<file path="config.mk">
export PLATFORM = sky130hd
export DESIGN_NAME = sr194_rx
export DESIGN_NICKNAME = d
export VERILOG_FILES = /design/src/rtl/sr194_rx_pkg.sv /design/src/rtl/sr194_rx_fifo.sv /design/src/rtl/sr194_rx.sv
export SDC_FILE = /design/constraint.sdc
export NUM_CORES = 1
export LEC_CHECK = 0
export ABC_AREA = 1
export CORE_MARGIN = 4
export CORE_UTILIZATION = 40
export DETAILED_ROUTE_END_ITERATION = 12
export PLACE_DENSITY_LB_ADDON = 0.1
export SLEW_MARGIN = 15
export SYNTH_ARGS = -nofsm -noshare
export SYNTH_HDL_FRONTEND = slang
export SYNTH_HIERARCHICAL = 1
export SYNTH_SLANG_ARGS = --single-unit
</file>
<file path="constraint.sdc">
create_clock -name clk -period 3.8 [get_ports clk]
set_input_delay 0.57 -clock clk [delete_from_list [all_inputs] [get_ports clk]]
set_output_delay 0.57 -clock clk [all_outputs]
set_load 0.1 [all_outputs]
</file>
<file path="src/rtl/sr194_rx_pkg.sv">
// sr194_rx_pkg: shared FSM states, line levels and default frame width for the serial receiver
package sr194_rx_pkg;
  localparam int DATA_W = 4;
  localparam logic LINE_START = 1'b1;
  localparam logic LINE_STOP = 1'b0;
  typedef enum logic [1:0] {IDLE, DATA, PAR, STOP} state_t;
endpackage

</file>
<file path="src/rtl/sr194_rx_fifo.sv">
// sr194_rx_fifo: synchronous circular buffer holding received {data, parity-error} entries
module sr194_rx_fifo #(
  parameter int W = 5,
  parameter int D = 2
) (
  input  logic         clk,
  input  logic         CR,
  input  logic         push,
  input  logic         pop,
  input  logic [W-1:0] din,
  output logic [W-1:0] dout,
  output logic         full,
  output logic         empty
);
  localparam int AW = D > 1 ? $clog2(D) : 1;
  localparam int CW = $clog2(D + 1);
  logic [W-1:0] mem_q [D];
  logic [W-1:0] mem_d [D];
  logic [AW-1:0] wp_q, wp_d, rp_q, rp_d;
  logic [CW-1:0] cnt_q, cnt_d;
  logic do_push, do_pop;
  function automatic logic [AW-1:0] inc(input logic [AW-1:0] p);
    return p == AW'(D - 1) ? '0 : p + 1'b1;
  endfunction
  assign full = cnt_q == CW'(D);
  assign empty = cnt_q == '0;
  assign do_pop = pop && !empty;
  assign do_push = push && (!full || do_pop);
  assign dout = mem_q[rp_q];
  always_comb begin
    mem_d = mem_q;
    if (do_push) mem_d[wp_q] = din;
    wp_d = do_push ? inc(wp_q) : wp_q;
    rp_d = do_pop ? inc(rp_q) : rp_q;
    cnt_d = cnt_q + CW'(do_push) - CW'(do_pop);
  end
  always_ff @(posedge clk) begin
    if (!CR) begin
      mem_q <= '{default: '0};
      wp_q <= '0;
      rp_q <= '0;
      cnt_q <= '0;
    end else begin
      mem_q <= mem_d;
      wp_q <= wp_d;
      rp_q <= rp_d;
      cnt_q <= cnt_d;
    end
  end
endmodule

</file>
<file path="src/rtl/sr194_rx.sv">
// sr194_rx: serial frame receiver (start, data MSB first, even parity, stop) feeding a small output buffer
module sr194_rx import sr194_rx_pkg::*; #(
  parameter int DATA_W = sr194_rx_pkg::DATA_W,
  parameter int FIFO_D = 2
) (
  input  logic clk,
  input  logic CR,
  input  logic SE,
  input  logic SI,
  input  logic READY,
  output logic QA,
  output logic QB,
  output logic QC,
  output logic QD,
  output logic PE,
  output logic VALID,
  output logic FE,
  output logic OVF
);
  localparam int CW = $clog2(DATA_W) + 1;
  state_t state_q, state_d;
  logic [CW-1:0] cnt_q, cnt_d;
  logic [DATA_W-1:0] sh_q, sh_d;
  logic par_q, par_d, fe_q, fe_d, ovf_q, ovf_d;
  logic push, pop, full, empty;
  logic [DATA_W:0] head;
  always_ff @(posedge clk) begin
    if (!CR) state_q <= IDLE;
    else state_q <= state_d;
  end
  always_comb begin
    state_d = state_q;
    unique case (state_q)
      IDLE:    state_d = SE && SI == LINE_START ? DATA : IDLE;
      DATA:    state_d = SE && cnt_q == CW'(DATA_W - 1) ? PAR : DATA;
      PAR:     state_d = SE ? STOP : PAR;
      default: state_d = SE ? IDLE : STOP;
    endcase
  end
  always_comb begin
    cnt_d = cnt_q;
    sh_d = sh_q;
    par_d = par_q;
    if (SE && state_q == IDLE) begin
      cnt_d = '0;
      par_d = 1'b0;
    end else if (SE && state_q == DATA) begin
      cnt_d = cnt_q + 1'b1;
      sh_d = {sh_q[DATA_W-2:0], SI};
      par_d = par_q ^ SI;
    end else if (SE && state_q == PAR) begin
      par_d = par_q ^ SI;
    end
  end
  always_comb begin
    push = SE && state_q == STOP && SI == LINE_STOP;
    fe_d = SE && state_q == STOP && SI != LINE_STOP;
    pop = !empty && READY;
    ovf_d = ovf_q || (push && full && !pop);
  end
  always_ff @(posedge clk) begin
    if (!CR) begin
      cnt_q <= '0;
      sh_q <= '0;
      par_q <= 1'b0;
      fe_q <= 1'b0;
      ovf_q <= 1'b0;
    end else begin
      cnt_q <= cnt_d;
      sh_q <= sh_d;
      par_q <= par_d;
      fe_q <= fe_d;
      ovf_q <= ovf_d;
    end
  end
  sr194_rx_fifo #(.W(DATA_W + 1), .D(FIFO_D)) u_fifo (
    .clk(clk),
    .CR(CR),
    .push(push),
    .pop(pop),
    .din({sh_q, par_q}),
    .dout(head),
    .full(full),
    .empty(empty)
  );
  assign {QD, QC, QB, QA} = head[DATA_W -: 4];
  assign PE = head[0];
  assign VALID = !empty;
  assign FE = fe_q;
  assign OVF = ovf_q;
endmodule

</file>
==> key figures, run 1 <==
Run status
  – Outcome: finished, final reports clean

Floorplanning
  – DIE AREA: 4343 sq um
  – Core area: 3128 sq um
  – DIE WIDTH: 65.91 um
  – Die height: about 66 um
  – Std-Cell Rows: 20
  – IO Count: 13
  – Initial Util: 0.4288

Critical path
  – Worst Reg-to-Reg Cells: 13
  – CP required: 3.23 ns
  – Kind of critical path: reg -> out
  – Nature of the critical path startpoint: flop
  – Setup crit end kind: primary output
  – CP max FO: 11
  – WP data arrival: around 2.2 ns

Drt
  – Router iterations before antenna repair: 4
  – Routed wire length: ~2.6 mm
  – Routed len/inst: 10.14 um
  – Via count: 1,134
  – Vias/cell: around 4.5
  – Routed Antenna Nets: 0
  – DRC: 0
  – DRT iter0 DRCs: 48

Synth
  – Yosys cell types: 20
  – Top cell type's share of synthesized area: 0.3881
  – Area contributors post-synth: dfxtp_1 (39%), inv_1 (13%), nand2_1 (13%)
  – Yosys warns: 6
  – Cell Area, Synth: 1341 sq um
  – Synthesized net count: a little over 200
  – Seq/Total Area, Yosys: 0.3881
  – Cells after Synth: 197
  – #FFs+latches synth: 26
  – Post-synth top area cell: dfxtp_1
  – Mapped Avg Cell Area: 6.809 sq um

Finish
  – Fill cell count: 336
  – Area delta synth->final: 14.46%
  – Nets: between 200 and 250
  – Post-route cell area: 1535 sq um
  – Fraction of layout cells with a size suffix above 1: 0.1010
  – Diode count: 0

Placed design
  – Input/output buffers: 12
  – Dpl hpwl: 1.869 mm
  – RePlAce Congestion: 0.7616
  – DP Area: about 1500 sq um

Power and ir drop
  – Cell area power density: 327.6 nW/um^2
  – P_leak: 0.6497 nW
  – Max VDD drop: 114.8 uV

Clock tree
  – Hold buffers post-CTS: 0
  – CTS buffer count: 3
  – Worst-skew pair later-pin latency: 0.33 ns
  – CTS tree: done
  – CTS clk-pin slew, worst paths: approximately 0.15 ns
  – Longest Clk Path Bufs: 2
  – Post-CTS resize count: 0
  – Sink Count: 26
  – CTS H-Tree Depth: 1
  – Root Buffer: clkbuf_4
  – Post-CTS setup buffer count: 0

GRT
  – Global-route wire length before repair: 4.747 mm
  – Antenna violations before repair: 0
  – Grt ovf: 0
  – Number of global-route vias before repair: 1,134
  – Total track usage: 0.1386
  – Pin count of the biggest net entering global routing: 22

Timing
  – Setup TNS: 0 ns
  – Final setup viols: 0
  – Period Utilization, post-route: 0.7337
  – Layout Skew: 0.007481 ns
  – Relative slew slack: 0.3521
  – Fin. Hold Viols: 0
  – Minimum clock period: 2.788 ns
  – Tightest Pin Transition: approximately 0.97 ns
  – Fmax: 358.7 MHz
  – RSZ-0062 raised after global routing: false
  – Slew Viols, Final: 0

Worst hold path
  – Hold/Removal Path Class: reg -> reg
  – Worst hold stages: 2

Run
  – Max-Cap Viols: 0
==> placed cells by master, fill, tap and decap left out, drive strengths merged, types with 3 or more instances in the layout <==
cell	Yosys	routed
nand3	8	8
inv	49	49
clkbuf	1	3
ha	3	3
clkdlybuf4s50	0	12
nor2	19	19
o21ai	12	12
a21oi	11	11
dfxtp	26	26
nand2	46	46
nand4	11	11
==> metal layers <==
layer,vias up,wire length (um),global-route usage
met5,-,0,0
met4,0,46,0.05959
met3,5,83,0.02381
met2,19,1101,0.2290
met1,490,1324,0.1757
li1,620,-,-
==> kinds of logic (layout without fill, tap and decap cells) <==
family | after synthesis | in the layout | synth area share
xor+xnor | 2 | 2 | 0.01306
buf+inv | 55 | 66 | 0.1679
compound gates | 23 | 23 | 0.08862
simple gates | 88 | 88 | 0.3144
fa+ha+maj | 3 | 3 | 0.02799
flops | 26 | 26 | 0.3881
==> path summary, 6_finish.rpt <==
path,slack [ns],start,end
setup / recovery,1.01,u_fifo/rp_q,QC
hold / removal,0.46,sh_q[3],sh_q[3]
setup reg to reg,1.88,u_fifo/cnt_q[1],u_fifo/cnt_q[1]
hold reg to reg,0.46,sh_q[3],sh_q[3]
==> sequential cells by signal (all words and copies together), names as in the netlist <==
signal	count
OVF	1
FE	1
state_q	2
u_fifo/wp_q	1
cnt_q	3
u_fifo/rp_q	1
u_fifo/mem_q	10
u_fifo/cnt_q	2
sh_q	4
par_q	1
==> worst max-delay path, cell delays in order, from the launching register on <==
cell             delay, ns
dfxtp_1               0.55
nand2_1               0.08
o21ai_0               0.10
clkdlybuf4s50_1       1.16
==> metrics by stage <==
stage | total power, mW | hold WS [ns] | util | cells | worst slack (ns)
global placement | 0.3154 | 0.4385 | 0.4740 | 248 | 1.358
global route | 0.5257 | 0.4876 | 0.4908 | 252 | 0.8575
finish | 0.5029 | 0.4570 | 0.4908 | 252 | 1.012
detailed placement | 0.3160 | 0.4417 | 0.4740 | 248 | 1.216
CTS | 0.5103 | 0.4630 | 0.4908 | 252 | 0.9757
floorplan | 0.3058 | 0.4231 | - | 197 | 0.6299
==> cell type report <==
cell class	instances	area, sq um	share of cell area
Inverter	49	183.9	0.1198
Multi-Input combinational cell	116	595.6	0.3879
Clock buffer	3	22.52	0.01467
Tap cell	44	55.05	0.03586
Clock inverter	1	30.03	0.01956
Sequential cell	26	520.5	0.3390
Timing Repair Buffer	13	127.6	0.08313
==> power breakdown <==
group	internal (mW)	switching [mW]
combinational	0.0114	0.0177
clock	0.107	0.0860
sequential	0.277	0.00416
total	0.395	0.108
==> synthesized netlist by cell type <==
master,count
xnor2_1,2
nand3b_1,1
nand4_1,11
inv_2,2
a21oi_1,11
or2_0,1
nor2_2,8
nand3_2,5
buf_6,2
nand3_1,3
buf_2,3
nor3_1,2
inv_1,47
dfxtp_1,26
nand2_1,46
nor2_1,11
o21ai_2,1
ha_1,3
clkbuf_1,1
o21ai_0,11
(Power assumes the default switching activity.)
==> run 2: changes to the inputs <==
==> constraint.sdc (replaced) <==
create_clock -name clk -period 2.4 [get_ports clk]
set_input_delay 0.36 -clock clk [delete_from_list [all_inputs] [get_ports clk]]
set_output_delay 0.36 -clock clk [all_outputs]
set_load 0.1 [all_outputs]
==> run 2 against run 1 <==
  * Clock skew rose by 0.0010 ns
  * Final cell count rose by 1.2%
  * Critical path depth rose by 6
  * Global-route usage fell by 0.80 points
==> key figures, run 2 (synthesis results as in run 1) <==
Critical path
  – Slowest cell on crit path: dfxtp_1
  – Reg2reg setup slack: 0.59 ns
  – Setup crit end kind: flop
  – Max stage delay on crit path: 0.52 ns
  – Kind of critical path: reg -> reg
  – CP Cell Sequence: nand3_2, nor2_1, nand3b_1, nand2_1, ha_1, xnor2_1, nand2_1, nand2_1, nor2_1
  – Reg2reg start: state_q[0]
  – Most used cell, CP: nand2_1
  – R2r endpoint: u_fifo/cnt_q[1]
  – Nature of the critical path startpoint: flop
  – Worst Reg-to-Reg Cells: 9
  – CP required: 2.64 ns
  – WP data arrival: 2.05 ns
  – CP max FO: 7

Timing
  – Period Utilization, post-route: 0.7544
  – Layout Skew: 0.008485 ns
  – Hold_ws: 0.4643 ns
  – Slew Viols, Final: 0
  – Tightest Pin Transition: 0.5456 ns
  – Minimum clock period: 1.811 ns
  – Setup TNS: 0 ns
  – Final setup viols: 0
  – RSZ-0062 raised after global routing: false
  – Fmax: 552.3 MHz
  – Worst setup margin: 0.5894 ns
  – Relative slew slack: 0.6352
  – Fin. Hold Viols: 0

Clock tree
  – Sink Count: 26
  – Worst-skew pair later-pin latency: between 0.3 and 0.4 ns
  – Post-CTS resize count: 0
  – CTS buffer count: 3
  – CTS tree: done
  – Hold buffers post-CTS: 0
  – Post-CTS setup buffer count: 0
  – Longest Clk Path Bufs: 2
  – Root Buffer: clkbuf_4
  – CTS clk-pin slew, worst paths: 0.15 ns
  – CTS H-Tree Depth: 1

Finish
  – Biggest regs: u_fifo/mem_q: 10 flops, sh_q: 4 flops, cnt_q: 3 flops
  – Fraction of layout cells with a size suffix above 1: 0.1517
  – Max reg flops: 10
  – Final Non-Filler Cells: 255
  – Most common cell after layout, fill and taps aside: inv_1
  – Fill cell count: approximately 350
  – Commonest non-fill, non-tap cells in the layout: inv_1 (47), nand2_1 (46), dfxtp_1 (26)
  – Nets: 220
  – Post-route cell area: between 1500 and 2000 sq um
  – Final core utilization: 0.4916
  – Largest register by flop count: u_fifo/mem_q
  – Area delta synth->final: 14.65%
  – Diode count: 0
  – Multi-input gate area: 595.6 sq um
  – Register area: 520.5 sq um

GRT
  – Global-route wire length before repair: 4.526 mm
  – Total track usage: 0.1306
  – Antenna violations before repair: 0
  – Pin count of the biggest net entering global routing: 17
  – Number of global-route vias before repair: 1,089
  – Grt ovf: 0

Power and ir drop
  – Max VDD drop: ~250 uV
  – P_leak: 0.6800 nW
  – Cell area power density: 517.0 nW/um^2
  – Tot Pwr: 0.7950 mW

Floorplanning
  – Core area: 3128 sq um
  – DIE WIDTH: 65.91 um
  – DIE AREA: 4343 sq um
  – Std-Cell Rows: 20
  – Initial Util: 0.4288
  – IO Count: 13
  – Die height: 65.91 um

Placed design
  – Post-Place Cells: 251
  – DP Area: 1485 sq um
  – Dpl hpwl: 1.906 mm
  – RePlAce Congestion: between 0.7 and 0.8
  – Input/output buffers: 12
  – Pre-CTS WS: 0.2653 ns

Worst hold path
  – Worst Hold End: sh_q[3]
  – Worst hold stages: 2
  – Hold/Removal Path Class: reg -> reg
  – Hold_sp: sh_q[3]

Drt
  – DRT iter0 DRCs: 39
  – DRC: 0
  – Router iterations before antenna repair: 4
  – Via count: roughly 1,100
  – Vias/cell: roughly 4.5
  – Routed wire length: about 2.5 mm
  – Routed len/inst: 9.875 um
  – Routed Antenna Nets: 0

Run
  – Max-Cap Viols: 0

Run status
  – Outcome: finished, final reports clean
[run 2: power by group]
group / total, mW / leakage [nW] / switching [mW] / internal [mW]
Sequential: 0.445 / 0.210 / 0.00637 / 0.438
Clock: 0.302 / 0.0279 / 0.133 / 0.169
Combinational: 0.0480 / 0.442 / 0.0280 / 0.0200
[run 2: routing by layer]
layer / up-vias / part of all wire / global-route usage
li1: 626 / - / -
met3: 2 / 0.027 / 0.02721
met2: 8 / 0.46 / 0.2203
met1: 507 / 0.51 / 0.1689
met5: - / 0 / 0
met4: 0 / 0.0060 / 0.03109
[run 2: how the worst max path moves through the flow]
stage | from | end | slack (ns)
final | state_q[0] | u_fifo/cnt_q[1] | 0.59
after CTS | u_fifo/rp_q | QA | 0.58
after global routing | state_q[0] | u_fifo/cnt_q[1] | 0.33
after floorplan | u_fifo/rp_q | PE | -0.56
after global placement | SE | u_fifo/cnt_q[1] | 0.39
after detailed placement | SE | u_fifo/cnt_q[1] | 0.27
[run 2: final cells by class]
class | count | area share
Multi-Input combinational cell | 116 | 0.3873
Sequential cell | 26 | 0.3385
Inverter | 49 | 0.1196
Timing Repair Buffer | 16 | 0.08462
Tap cell | 44 | 0.03580
Clock inverter | 1 | 0.01953
Clock buffer | 3 | 0.01465
[run 2: critical path, delay by kind of cell, from the launching register on]
kind / cells / cell delay (ns)
and+or+nand+nor: 7 / 0.82
xor gates and xnor gates: 1 / 0.20
adders and majority gates: 1 / 0.19
DFF: 1 / 0.52
==> run 3: changes to the inputs <==
==> constraint.sdc (replaced) <==
create_clock -name clk -period 1.6 [get_ports clk]
set_input_delay 0.24 -clock clk [delete_from_list [all_inputs] [get_ports clk]]
set_output_delay 0.24 -clock clk [all_outputs]
set_load 0.1 [all_outputs]
==> run 3 against run 2 <==
  * Routed wire length grew 6.4%
  * Worst hold slack gained 0.0012 ns
  * Critical path depth grew 4
  * Critical endpoint unchanged
  * Clock-buffer cell count grew 1
  * Clock power grew 12%
  * Clock skew grew 0.0012 ns
  * Largest power group unchanged
  * Highest routed layer unchanged
==> key figures, run 3 (synthesis results as in run 1) <==
Placed design
  – Dpl hpwl: a little under 2 mm
  – RePlAce Congestion: 0.7692
  – Input/output buffers: 12
  – DP Area: 1642 sq um

Critical path
  – Reg2reg setup slack: 0.07 ns
  – WP data arrival: 1.76 ns
  – Nature of the critical path startpoint: flop
  – Setup crit end kind: flop
  – Kind of critical path: reg -> reg
  – R2r endpoint: u_fifo/cnt_q[1]
  – Top Family by Delay on Critical Path: simple AND/OR/NAND/NOR gates
  – CP Cell Sequence: inv_2, nand2_4, inv_2, nor2_4, inv_2, nand3_2, nand3_2, nand2_2, ha_2, xnor2_2, nand2_1, nand2_1, nor2_1
  – Worst Reg-to-Reg Cells: 13
  – Buffers & Inverters on Critical Path: 3
  – CP max FO: 4
  – CP required: 1.83 ns
  – Most used cell, CP: inv_2
  – Reg2reg start: u_fifo/cnt_q[1]
  – Slowest cell on crit path: dfxtp_4
  – Max stage delay on crit path: ~0.40 ns

Timing
  – Final setup viols: 0
  – Period Utilization, post-route: 0.9537
  – Fmax: 655.3 MHz
  – Slew Viols, Final: 0
  – Hold_ws: about 0.47 ns
  – Relative slew slack: 0.7716
  – Fin. Hold Viols: 0
  – Tightest Pin Transition: 0.3421 ns
  – RSZ-0062 raised after global routing: true
  – Layout Skew: 0.009689 ns
  – Minimum clock period: 1.526 ns

Finish
  – Largest register by flop count: u_fifo/mem_q
  – Commonest non-fill, non-tap cells in the layout: inv_1 (44), nand2_1 (44), dfxtp_1 (22)
  – Multi-input gate area: 650.6 sq um
  – Final core utilization: 0.5480
  – Biggest regs: u_fifo/mem_q: 10 flops, sh_q: 4 flops, cnt_q: 3 flops
  – Nets: ~220
  – Post-route cell area: 1714 sq um
  – Fraction of layout cells with a size suffix above 1: 0.2326
  – Fill cell count: 309
  – Max reg flops: 10
  – Register area: 528.0 sq um
  – Diode count: 0
  – Area delta synth->final: 27.80%

GRT
  – Met1 usage: 0.1668
  – Global-route wire length before repair: 4.733 mm
  – Number of global-route vias before repair: 1,163
  – GRT met2 Usage: 0.2416
  – Pin count of the biggest net entering global routing: 22
  – Antenna violations before repair: 0
  – Grt ovf: 0
  – GRT Max-Usage Layer: met2
  – Total track usage: 0.1377
  – Met3 usage: 0.02551

Worst hold path
  – Worst hold stages: 2
  – Worst Hold End: sh_q[3]
  – Hold_sp: sh_q[3]
  – Hold/Removal Path Class: reg -> reg

Floorplanning
  – DIE WIDTH: 65.91 um
  – DIE AREA: 4343 sq um
  – Std-Cell Rows: 20
  – Initial Util: 0.4288
  – Core area: 3128 sq um
  – Die height: 65.91 um
  – IO Count: 13

Clock tree
  – CTS clk-pin slew, worst paths: 0.15 ns
  – CTS tree: done
  – Root Buffer: clkbuf_4
  – Post-CTS setup buffer count: 0
  – Worst-skew pair later-pin latency: 0.33 ns
  – Longest Clk Path Bufs: 2
  – Sink Count: 26
  – CTS buffer count: 3
  – CTS H-Tree Depth: 1
  – Hold buffers post-CTS: 0

Power and ir drop
  – P_leak: around 0.72 nW
  – Cell area power density: 629.7 nW/um^2
  – Max VDD drop: approximately 420 uV

Drt
  – DRC: 0
  – Routed len/inst: ~10 um
  – DRT iter0 DRCs: 37
  – Via count: 1,187
  – Vias/cell: 4.583
  – Routed wire length: about 2.7 mm
  – Routed Antenna Nets: 0
  – Router iterations before antenna repair: 4

Run status
  – Outcome: finished, final reports clean

Run
  – Max-Cap Viols: 0
## run 3: cell type report
cell class | count | area share
Inverter | 49 | 0.1073
Tap cell | 44 | 0.03212
Sequential cell | 26 | 0.3080
Clock buffer | 4 | 0.02117
Timing Repair Buffer | 20 | 0.1518
Multi-Input combinational cell | 116 | 0.3796
## run 3: power breakdown
part | leakage (nW) | internal, mW | switching, mW
clock network | 0.0210 | 0.139 | 0.199
logic | 0.483 | 0.0315 | 0.0438
registers | 0.212 | 0.656 | 0.00974
## run 3: metrics by stage
stage	total power, mW	setup slack, ns	setup TNS, ns	instances
after global placement	0.7556	-0.1247	-0.4825	255
after CTS	1.097	0.01600	0	259
after detailed placement	0.7569	-0.2113	-1.102	255
after floorplan	0.7270	-0.4942	-2.471	197
final	1.079	0.07403	0	259
after global routing	1.126	-0.04137	-0.04137	259
## run 3: worst max-delay path by stage
stage / from / end / slack (ns) / depth (start not counted)
CTS: u_fifo/cnt_q[1] / u_fifo/cnt_q[1] / 0.02 / 13
detailed placement: SE / u_fifo/cnt_q[1] / -0.21 / 10
finish: u_fifo/cnt_q[1] / u_fifo/cnt_q[1] / 0.07 / 13
floorplan: u_fifo/rp_q / PE / -0.49 / 2
global route: u_fifo/cnt_q[1] / u_fifo/cnt_q[1] / -0.04 / 13
global placement: SE / u_fifo/cnt_q[1] / -0.12 / 10
## run 3: repair_timing
action,in CTS,in global routing
pin swaps,0,5
resized for setup,1,8
setup endpoints to repair,5,13
## run 3: per-layer routing
| layer | share of wire | up-vias |
|---|---|---|
| met3 | 0.018 | 4 |
| met5 | 0 | - |
| met4 | 0.013 | 0 |
| met2 | 0.47 | 8 |
| met1 | 0.50 | 534 |
| li1 | - | 641 |
## run 3: worst reg2reg max path, cell delays in order, from the launching register on
cell     delay (ns)
dfxtp_4        0.40
inv_2          0.06
nand2_4        0.07
inv_2          0.05
nor2_4         0.14
inv_2          0.05
nand3_2        0.06
nand3_2        0.08
nand2_2        0.08
ha_2           0.18
xnor2_2        0.12
nand2_1        0.07
nand2_1        0.05
nor2_1         0.03
